$ cat config.mk
export PLATFORM = sky130hd
export DESIGN_NAME = psum_stream_packer
export DESIGN_NICKNAME = d
export VERILOG_FILES = /design/src/rtl/psum_pkg.sv /design/src/rtl/psum_word_fifo.sv /design/src/rtl/psum_stream_packer.sv
export SDC_FILE = /design/constraint.sdc
export NUM_CORES = 1
export LEC_CHECK = 0
export BUFFER_PORTS_ARGS = -buffer_cell sky130_fd_sc_hd__buf_2
export CAP_MARGIN = 20
export CORE_AREA = 2 2 147 149
export CTS_CLUSTER_SIZE = 20
export DETAILED_ROUTE_END_ITERATION = 7
export DIE_AREA = 0 0 149 151
export GPL_TIMING_DRIVEN = 0
export PLACE_DENSITY_LB_ADDON = 0.05
export SLEW_MARGIN = 20
export SYNTH_ARGS = -nofsm -noshare
export SYNTH_HDL_FRONTEND = slang
export SYNTH_SLANG_ARGS = --single-unit
$ cat constraint.sdc
create_clock -name clk -period 4.3 [get_ports clk]
set_clock_uncertainty 0.1 [all_clocks]
set_input_delay 0.215 -clock clk [delete_from_list [all_inputs] [get_ports clk]]
set_output_delay 0.215 -clock clk [all_outputs]
set_load 0.005 [all_outputs]
$ cat src/rtl/psum_pkg.sv
// Shared definitions for the partial-sum stream packer: layer operation codes
// and default widths.
package psum_pkg;

    typedef enum logic [1:0] {
        OP_CONV    = 2'd0,
        OP_FC      = 2'd1,
        OP_POOL    = 2'd2,
        OP_ELTWISE = 2'd3
    } op_e;

    localparam int DEF_TDATA_WIDTH = 32;
    localparam int DEF_ELEM_WIDTH  = 1;
    localparam int DEF_FIFO_DEPTH  = 4;

endpackage

$ cat src/rtl/psum_word_fifo.sv
// Output word FIFO with registered head (valid/data) and a live occupancy count.
// A push into an empty FIFO shows up on out_valid one cycle later.
module psum_word_fifo
    import psum_pkg::*;
#(
    parameter int WIDTH = DEF_TDATA_WIDTH + 1,
    parameter int DEPTH = DEF_FIFO_DEPTH
) (
    input  logic                     clk,
    input  logic                     rst_n,
    input  logic                     push,
    input  logic [WIDTH-1:0]         push_data,
    input  logic                     out_ready,
    output logic                     out_valid,
    output logic [WIDTH-1:0]         out_data,
    output logic [$clog2(DEPTH):0]   count
);

    localparam int AW = $clog2(DEPTH);
    localparam int CW = AW + 1;

    logic [WIDTH-1:0] mem [DEPTH];
    logic [AW-1:0]    wr_ptr, rd_ptr, rd_next;
    logic [CW-1:0]    count_next;
    logic             do_push, do_pop, head_from_push;

    assign do_pop  = out_valid && out_ready;
    // A full FIFO still takes a push when the head leaves in the same cycle.
    assign do_push = push && ((count != CW'(DEPTH)) || do_pop);

    always_comb begin
        count_next = count;
        rd_next    = rd_ptr;
        if (do_push && !do_pop)
            count_next = count + 1'b1;
        else if (!do_push && do_pop)
            count_next = count - 1'b1;
        if (do_pop)
            rd_next = rd_ptr + 1'b1;
        // The pushed word becomes the head when nothing else remains in front of it.
        head_from_push = do_push && (do_pop ? (count == CW'(1)) : (count == '0));
    end

    always_ff @(posedge clk) begin
        if (do_push)
            mem[wr_ptr] <= push_data;
    end

    always_ff @(posedge clk or negedge rst_n) begin
        if (!rst_n) begin
            wr_ptr    <= '0;
            rd_ptr    <= '0;
            count     <= '0;
            out_valid <= 1'b0;
            out_data  <= '0;
        end else begin
            if (do_push)
                wr_ptr <= wr_ptr + 1'b1;
            rd_ptr    <= rd_next;
            count     <= count_next;
            out_valid <= (count_next != '0);
            if (count_next != '0)
                out_data <= head_from_push ? push_data : mem[rd_next];
        end
    end

endmodule

$ cat src/rtl/psum_stream_packer.sv
// Packs narrow partial-sum elements LSB-first into AXI4-Stream words, flushing
// a (possibly partial) word with tlast on each layer_finish.
module psum_stream_packer
    import psum_pkg::*;
#(
    parameter int TDATA_WIDTH = DEF_TDATA_WIDTH,
    parameter int ELEM_WIDTH  = DEF_ELEM_WIDTH,
    parameter int FIFO_DEPTH  = DEF_FIFO_DEPTH
) (
    input  logic                   clk,
    input  logic                   rst_n,
    input  logic [1:0]             operation,
    input  logic                   layer_finish,
    input  logic                   in_valid,
    input  logic [ELEM_WIDTH-1:0]  in_data,
    output logic                   in_ready,
    output logic                   m_tvalid,
    input  logic                   m_tready,
    output logic [TDATA_WIDTH-1:0] m_tdata,
    output logic                   m_tlast,
    output logic                   overflow
);

    localparam int EPW  = TDATA_WIDTH / ELEM_WIDTH;
    localparam int CNTW = $clog2(EPW + 1);
    localparam int OCW  = $clog2(FIFO_DEPTH) + 1;

    if (TDATA_WIDTH % ELEM_WIDTH != 0) begin : g_bad_width
        $error("TDATA_WIDTH must be a multiple of ELEM_WIDTH");
    end
    if (FIFO_DEPTH < 2 || (FIFO_DEPTH & (FIFO_DEPTH - 1)) != 0) begin : g_bad_depth
        $error("FIFO_DEPTH must be a power of two >= 2");
    end

    logic [TDATA_WIDTH-1:0] acc_q, acc_next;
    logic [CNTW-1:0]        cnt_q, cnt_after;
    logic                   flush_pending_q, overflow_q;
    logic [OCW-1:0]         occ;
    logic                   space, accept, flush_req, do_flush, push;
    logic [TDATA_WIDTH:0]   push_word;

    assign space     = occ < OCW'(FIFO_DEPTH);
    assign in_ready  = space && !flush_pending_q;
    assign accept    = in_valid && in_ready;
    assign flush_req = layer_finish || flush_pending_q;
    assign do_flush  = flush_req && space;
    assign overflow  = overflow_q;

    always_comb begin
        acc_next = acc_q;
        if (accept) begin
            for (int k = 0; k < EPW; k++)
                if (cnt_q == CNTW'(k))
                    acc_next[k*ELEM_WIDTH +: ELEM_WIDTH] = in_data;
        end
        cnt_after = cnt_q + CNTW'(accept);

        push      = 1'b0;
        push_word = '0;
        // A flush absorbs an element accepted in the same cycle, so a word
        // completed by that element goes out once, marked last.
        if (do_flush) begin
            if (cnt_after != '0) begin
                push      = 1'b1;
                push_word = {1'b1, acc_next};
            end else if (operation == OP_CONV) begin
                push      = 1'b1;
                push_word = {1'b1, {TDATA_WIDTH{1'b0}}};
            end
        end else if (accept && cnt_after == CNTW'(EPW)) begin
            push      = 1'b1;
            push_word = {1'b0, acc_next};
        end
    end

    always_ff @(posedge clk or negedge rst_n) begin
        if (!rst_n) begin
            acc_q           <= '0;
            cnt_q           <= '0;
            flush_pending_q <= 1'b0;
            overflow_q      <= 1'b0;
        end else begin
            if (in_valid && !in_ready)
                overflow_q <= 1'b1;
            if (push || do_flush) begin
                acc_q <= '0;
                cnt_q <= '0;
            end else if (accept) begin
                acc_q <= acc_next;
                cnt_q <= cnt_after;
            end
            flush_pending_q <= flush_req && !space;
        end
    end

    psum_word_fifo #(
        .WIDTH (TDATA_WIDTH + 1),
        .DEPTH (FIFO_DEPTH)
    ) u_fifo (
        .clk       (clk),
        .rst_n     (rst_n),
        .push      (push),
        .push_data (push_word),
        .out_ready (m_tready),
        .out_valid (m_tvalid),
        .out_data  ({m_tlast, m_tdata}),
        .count     (occ)
    );

endmodule

## Word-level counts from Yosys, hierarchy flattened

Memory sizes are Yosys's and may differ from the RTL's.
Cells that the tools add are included.

| storage, ports and cells | value |
|---|---|
| memories kept | 1 |
| bits in registers | 81 |
| memory bits (writable) | 132 |
| word-level logic and storage cells | 127 |

| cells by class | value |
|---|---|
| mux-type cells | 52 |
| equality and inequality tests | 34 |
| reduce and logical (&&, ||, !) cells | 25 |
| magnitude comparators | 1 |
| add/subtract/negate cells | 5 |

Memory list:

| name | depth | bits a word | rd ports | clocked after memory_dff | write ports | RTL line | RTL |
|---|---|---|---|---|---|---|---|
| u_fifo.mem | 4 | 33 | 1 | 0 | 1 | psum_word_fifo.sv:22 | `logic [WIDTH-1:0] mem [DEPTH];` |

Operator list:

| operator | count |
|---|---|
| two-way mux 33 bit | 4 |
| two-way mux 32 bit | 4 |
| equality test 6 x 5 -> 1 bit, second input constant | 16 |
| equality test 6 x 4 -> 1 bit, second input constant | 8 |
| two-way mux 1 bit | 39 |
| equality test 6 x 3 -> 1 bit, second input constant | 4 |
| equality test 6 x 2 -> 1 bit, second input constant | 2 |
| two-way mux 6 bit | 2 |
| logical AND 1 bit | 11 |
| adder 6 x 1 -> 6 bit | 1 |
| equality test 6 x 1 -> 1 bit, second input constant | 1 |
| equality test 6 bit, second input constant | 1 |
| zero test 6 bit | 1 |
| two-way mux 3 bit | 2 |
| nonzero test 6 bit | 1 |
| zero test 1 bit | 5 |
| adder 2 x 1 -> 2 bit, second input constant | 2 |
| adder 3 x 1 -> 3 bit, second input constant | 1 |
| equality test 3 x 1 -> 1 bit, second input constant | 1 |
| zero test 3 bit | 1 |
| logical OR 1 bit | 3 |
| < comparator 3 bit, second input constant | 1 |
| inequality test 3 bit, second input constant | 1 |
| nonzero test 3 bit | 1 |
| 4 further kinds | 4 |

## Depth between registers and ports, before layout

| depth | value |
|---|---|
| word-level depth | 14 |
| mapped depth | 14 |
| mapped depth without buffers | 11 |

## Modules after synthesis

From an unflattened synthesis, not the netlist that was laid out.

| second synthesis, totals | value |
|---|---|
| cell total of the unflattened synthesis | 778 |
| area total of the unflattened synthesis | 10152.2 sq um |

By module, submodules not included:

| module | instances | sequential area each (sq um) | cells an instance | area an instance (sq um) |
|---|---|---|---|---|
| psum_word_fifo | 1 | 4989.8 | 523 | 7734.9 |
| psum_stream_packer | 1 | 1001.0 | 255 | 2417.3 |

## Worst setup path before layout

No wires, ideal clock.

| path | value |
|---|---|
| path type | register -> register |
| start | reg u_fifo.count[2] |
| end | mem u_fifo.mem[0][0] (netlist bit), enable pin |
| path buffers | 1 |
| cell stages (with the launch flop) | 11 |
| arrival time | 3.600 ns |
| setup time | 0.393 ns |
| setup slack | 0.207 ns |
| period minus slack after synthesis | 4.093 ns |
| cells stage by stage | dfrtp_1 buf_2 or3b_1 inv_1 ha_1 ha_1 or4_4 o22ai_4 a31oi_1 o21ai_1 and2_1 |

| between the ends | value |
|---|---|
| longest elaborated chain between the ends | 11 |

Ends and longest elaborated chain:

| item | RTL line | RTL |
|---|---|---|
| start: declaration | psum_word_fifo.sv:16 | `output logic [$clog2(DEPTH):0] count` |
| start signal: assignment | psum_word_fifo.sv:60 | `count <= count_next;` |
| < comparator 3 bit | psum_stream_packer.sv:42 | `assign space = occ < OCW'(FIFO_DEPTH);` |
| logical AND 1 bit | psum_stream_packer.sv:43 | `assign in_ready = space && !flush_pending_q;` |
| logical AND 1 bit | psum_stream_packer.sv:44 | `assign accept = in_valid && in_ready;` |
| adder 6 x 1 -> 6 bit | psum_stream_packer.sv:56 | `cnt_after = cnt_q + CNTW'(accept);` |
| equality test 6 bit | psum_stream_packer.sv:70 | `end else if (accept && cnt_after == CNTW'(EPW)) begin` |
| logical AND 1 bit | psum_stream_packer.sv:70 |  |
| two-way mux 1 bit | psum_stream_packer.sv:70 |  |
| two-way mux 1 bit | psum_stream_packer.sv:62 | `if (do_flush) begin` |
| logical AND 1 bit (*) | psum_word_fifo.sv:29 | `assign do_push = push && ((count != CW'(DEPTH)) \|\| do_pop);` |
| two-way mux 1 bit (*) | psum_word_fifo.sv:45 | `if (do_push)` |
| two-way mux 1 bit (not written as such) (*) | psum_word_fifo.sv:46 | `mem[wr_ptr] <= push_data;` |
| end: declaration | psum_word_fifo.sv:22 |  |

Mark *: on every way between the ends. The rest lies on a longest branch, timed or not.

## Worst setup path after layout

| path | value |
|---|---|
| start | reg u_fifo.count[2] |
| end | reg u_fifo.out_data[10] |

| between the ends | value |
|---|---|
| longest elaborated chain between the ends | 14 |

Ends and longest elaborated chain:

| item | RTL line | RTL |
|---|---|---|
| < comparator 3 bit | psum_stream_packer.sv:42 |  |
| logical AND 1 bit | psum_stream_packer.sv:43 |  |
| logical AND 1 bit | psum_stream_packer.sv:44 |  |
| adder 6 x 1 -> 6 bit | psum_stream_packer.sv:56 |  |
| equality test 6 bit | psum_stream_packer.sv:70 |  |
| logical AND 1 bit | psum_stream_packer.sv:70 |  |
| two-way mux 1 bit | psum_stream_packer.sv:70 |  |
| two-way mux 1 bit | psum_stream_packer.sv:62 |  |
| logical AND 1 bit | psum_word_fifo.sv:29 |  |
| zero test 1 bit | psum_word_fifo.sv:36 | `else if (!do_push && do_pop)` |
| logical AND 1 bit | psum_word_fifo.sv:36 |  |
| two-way mux 3 bit | psum_word_fifo.sv:36 |  |
| two-way mux 3 bit | psum_word_fifo.sv:34 | `if (do_push && !do_pop)` |
| nonzero test 3 bit | psum_word_fifo.sv:62 | `if (count_next != '0)` |
| end signal: assignment | psum_word_fifo.sv:63 | `out_data <= head_from_push ? push_data : mem[rd_next];` |
| end: declaration | psum_word_fifo.sv:15 | `output logic [WIDTH-1:0] out_data,` |

Parallel ways exist; a longest one is shown, timed or not.
A chain may end at the register's enable or synchronous reset.

==> metrics.yaml <==
portBuffers: 43
syn_area_mm2: 0.00929
grt_setup_unrepaired: "false"
ys_warn_count: 0
tns_ps: 0
routed_wl_um: 20500
yosysTopAreaCellShare_pct: 42.7
grt_pass1_vias: 5819
crit_path_end_kind: "flop"
die-area_mm2: 0.0225
die_y_um: 151
synth_top_flop_cell: "edfxtp_1"
synth_edf_count: 132
synth.area.mux_share_pct: 15.3
numClockSinks: 213
dpl.cell_count: 990
yosys-top-cells-count: "132 x edfxtp_1, 81 x dfrtp_1, 76 x nor2_1"
synth_area_leaders: "edfxtp_1 43%, dfrtp_1 22%, mux4_2 8.0%, mux2i_1 7.0%, nor2_1 3.1%"
fillers: 1798
period_share_pct: 93.2
grt_use_total_pct: 18.7
grt_max_degree: 44
ios: 44
max-slew-margin-rel_pct: 41.7
nets: 764
hpwlAfterDp_um: 13700
hp-class: "input port to flop"
fp.coreArea_mm2: 0.0208
diodes: 0
async_reset_ff_share_pct: 38.0
yosysSeqAreaShare_pct: 64.5
arrival_ps: 4320
drt_iter0_markers: 387
crit_path_start_kind: "flop"
p_leak_uw: 0.00448
synth_top_family_by_area: "multiplexers"
status: "finished clean"
drv_slew: 0
final.min_clock_period_ps: 4010
postLayoutCoreUtil_pct: 52.0
max_cap_violations: 0
drt_first_pass_iters: 4
grt_pass1_wl_um: 32500
worstSetupPathType: "flop to flop"
fp.dieW_um: 149
synthAdderAreaFrac_pct: 1.47
wl_per_cell_um: 19.8
fmax_mhz: 249
numCtsBuffers: 23
start_util_pct: 44.6
root_buffer: "clkbuf_16"
overflow: 0
cp.required_ps: 4610
holdWs_ps: 92.6
powerDensity_mw_per_mm2: 689
cts_tree: "yes"
synthXorXnorAreaFrac_pct: 0.943
synth.distinct_cells: 51
r2r_slack_ps: 290
netlist_instances: 667
finalNonFillerCells: 1037
drtAntennaViolNets: 0
num_rows: 53
viasPerCell: 5.34
synth_compound_area_share_pct: 4.18
path_max_fanout: 10
clockBufferDepth: 3
final_hold_viol_count: 0
synth-simple-area-share_pct: 9.85
htree_levels: 1
worst_pin_slew_ps: 863
yosysTopAreaCell: "edfxtp_1"
clkTransAtPathRegs_ps: 60
gp_congestion: 0.821
syn2layout_area_growth_pct: 16.7
syn_area_per_cell_um2: 13.9
peakVddDrop_mv: 0.357
syn_nets: 685
num_vias: 5541
power.total_uw: 7470
setup_viol: 0
clk_latency_ps: 500
yosysMostFrequentCell: "edfxtp_1"
drive_above_1_share_pct: 21.1
remaining_drc_errors: 0
grt_antenna_before_repair: 0
ys_ff_latch: 213
[layer usage]
| layer | GRT usage, % | part of all wire, % | up-vias |
|---|---|---|---|
| met2 | 32.2 | 50 | 117 |
| met4 | 4.52 | 1.6 | 0 |
| met1 | 25.6 | 45 | 2815 |
| met3 | 2.32 | 4.0 | 29 |
| met5 | 0 | 0 | - |
| li1 | - | - | 2580 |
[path summary, 6_finish.rpt]
check,from,endpoint,depth (start not counted)
setup / recovery,u_fifo.count[2],u_fifo.out_data[10],14
hold / removal,in_data,acc_q[31],3
setup reg to reg,u_fifo.count[2],u_fifo.out_data[10],14
hold reg to reg,overflow,overflow,1
max in group asynchronous,rst_n,u_fifo.out_data[14],3
min in group asynchronous,rst_n,u_fifo.wr_ptr[0],2
[what timing repair did]
| item | CTS | global route |
|---|---|---|
| buffers inserted | 3 | 0 |
| resized for setup | 11 | 21 |
| hold endpoints to repair | 40 | 0 |
| setup endpoints to repair | 240 | 257 |
| hold buffers | 3 | 0 |
| pin swaps | 1 | 0 |
[cell families after synthesis]
family / count (synthesis)
AO/OA/AOI/OAI: 60
adder cells (fa/ha/maj): 11
XOR/XNOR: 10
flip-flops: 213
multiplexers: 100
buffers and inverters: 79
AND/OR/NAND/NOR: 194
[worst max-delay path, stage by stage (launching register included)]
cell	delay, ps
dfrtp_1	350
buf_2	170
or3b_4	430
inv_2	150
ha_1	220
ha_1	260
or4_4	510
o22ai_4	240
a31o_4	220
a21oi_1	100
maj3_2	360
o221ai_4	250
buf_4	200
buf_12	150
mux2i_1	190
[layout by cell type (no fill, tap or decap), types with 7 or more instances in the layout]
master / count
mux4_2: 33
nor2_1: 76
buf_2: 50
inv_1: 40
clkbuf_1: 24
mux2i_1: 65
a21oi_1: 38
nand3_1: 10
nand2_1: 32
edfxtp_1: 132
ha_1: 10
clkbuf_2: 10
clkbuf_16: 23
buf_12: 7
nor3_1: 34
dfrtp_1: 81
[area by class of cell]
| type | count | area (µm²) | share of cell area (%) |
|---|---|---|---|
| Buffer | 37 | 210 | 1.94 |
| Clock buffer | 36 | 664 | 6.13 |
| Clock inverter | 5 | 72.6 | 0.670 |
| Inverter | 42 | 158 | 1.45 |
| Multi-Input combinational cell | 375 | 3000 | 27.7 |
| Sequential cell | 213 | 5990 | 55.3 |
| Tap cell | 275 | 344 | 3.17 |
| Timing Repair Buffer | 54 | 398 | 3.67 |
[flip-flops by register name, indices dropped and copies added, names as in the netlist]
name / cells
u_fifo.mem: 132
u_fifo.wr_ptr: 2
u_fifo.out_data: 33
u_fifo.count: 3
u_fifo.out_valid: 1
u_fifo.rd_ptr: 2
flush_pending_q: 1
overflow: 1
acc_q: 32
cnt_q: 6
[metrics by stage]
step / instance area, µm² / setup slack [ps]
floorplan: 9290 / 207
finish: 10800 / 290
global placement: 9850 / -985
detailed placement: 9980 / -501
CTS: 10800 / 10.1
global route: 10800 / 52.1
[where the power goes]
group / internal, µW / switching, µW
Clock: 1170 / 754
Combinational: 1290 / 1530
Sequential: 2580 / 144
Power figures use the tool's default switching activity.
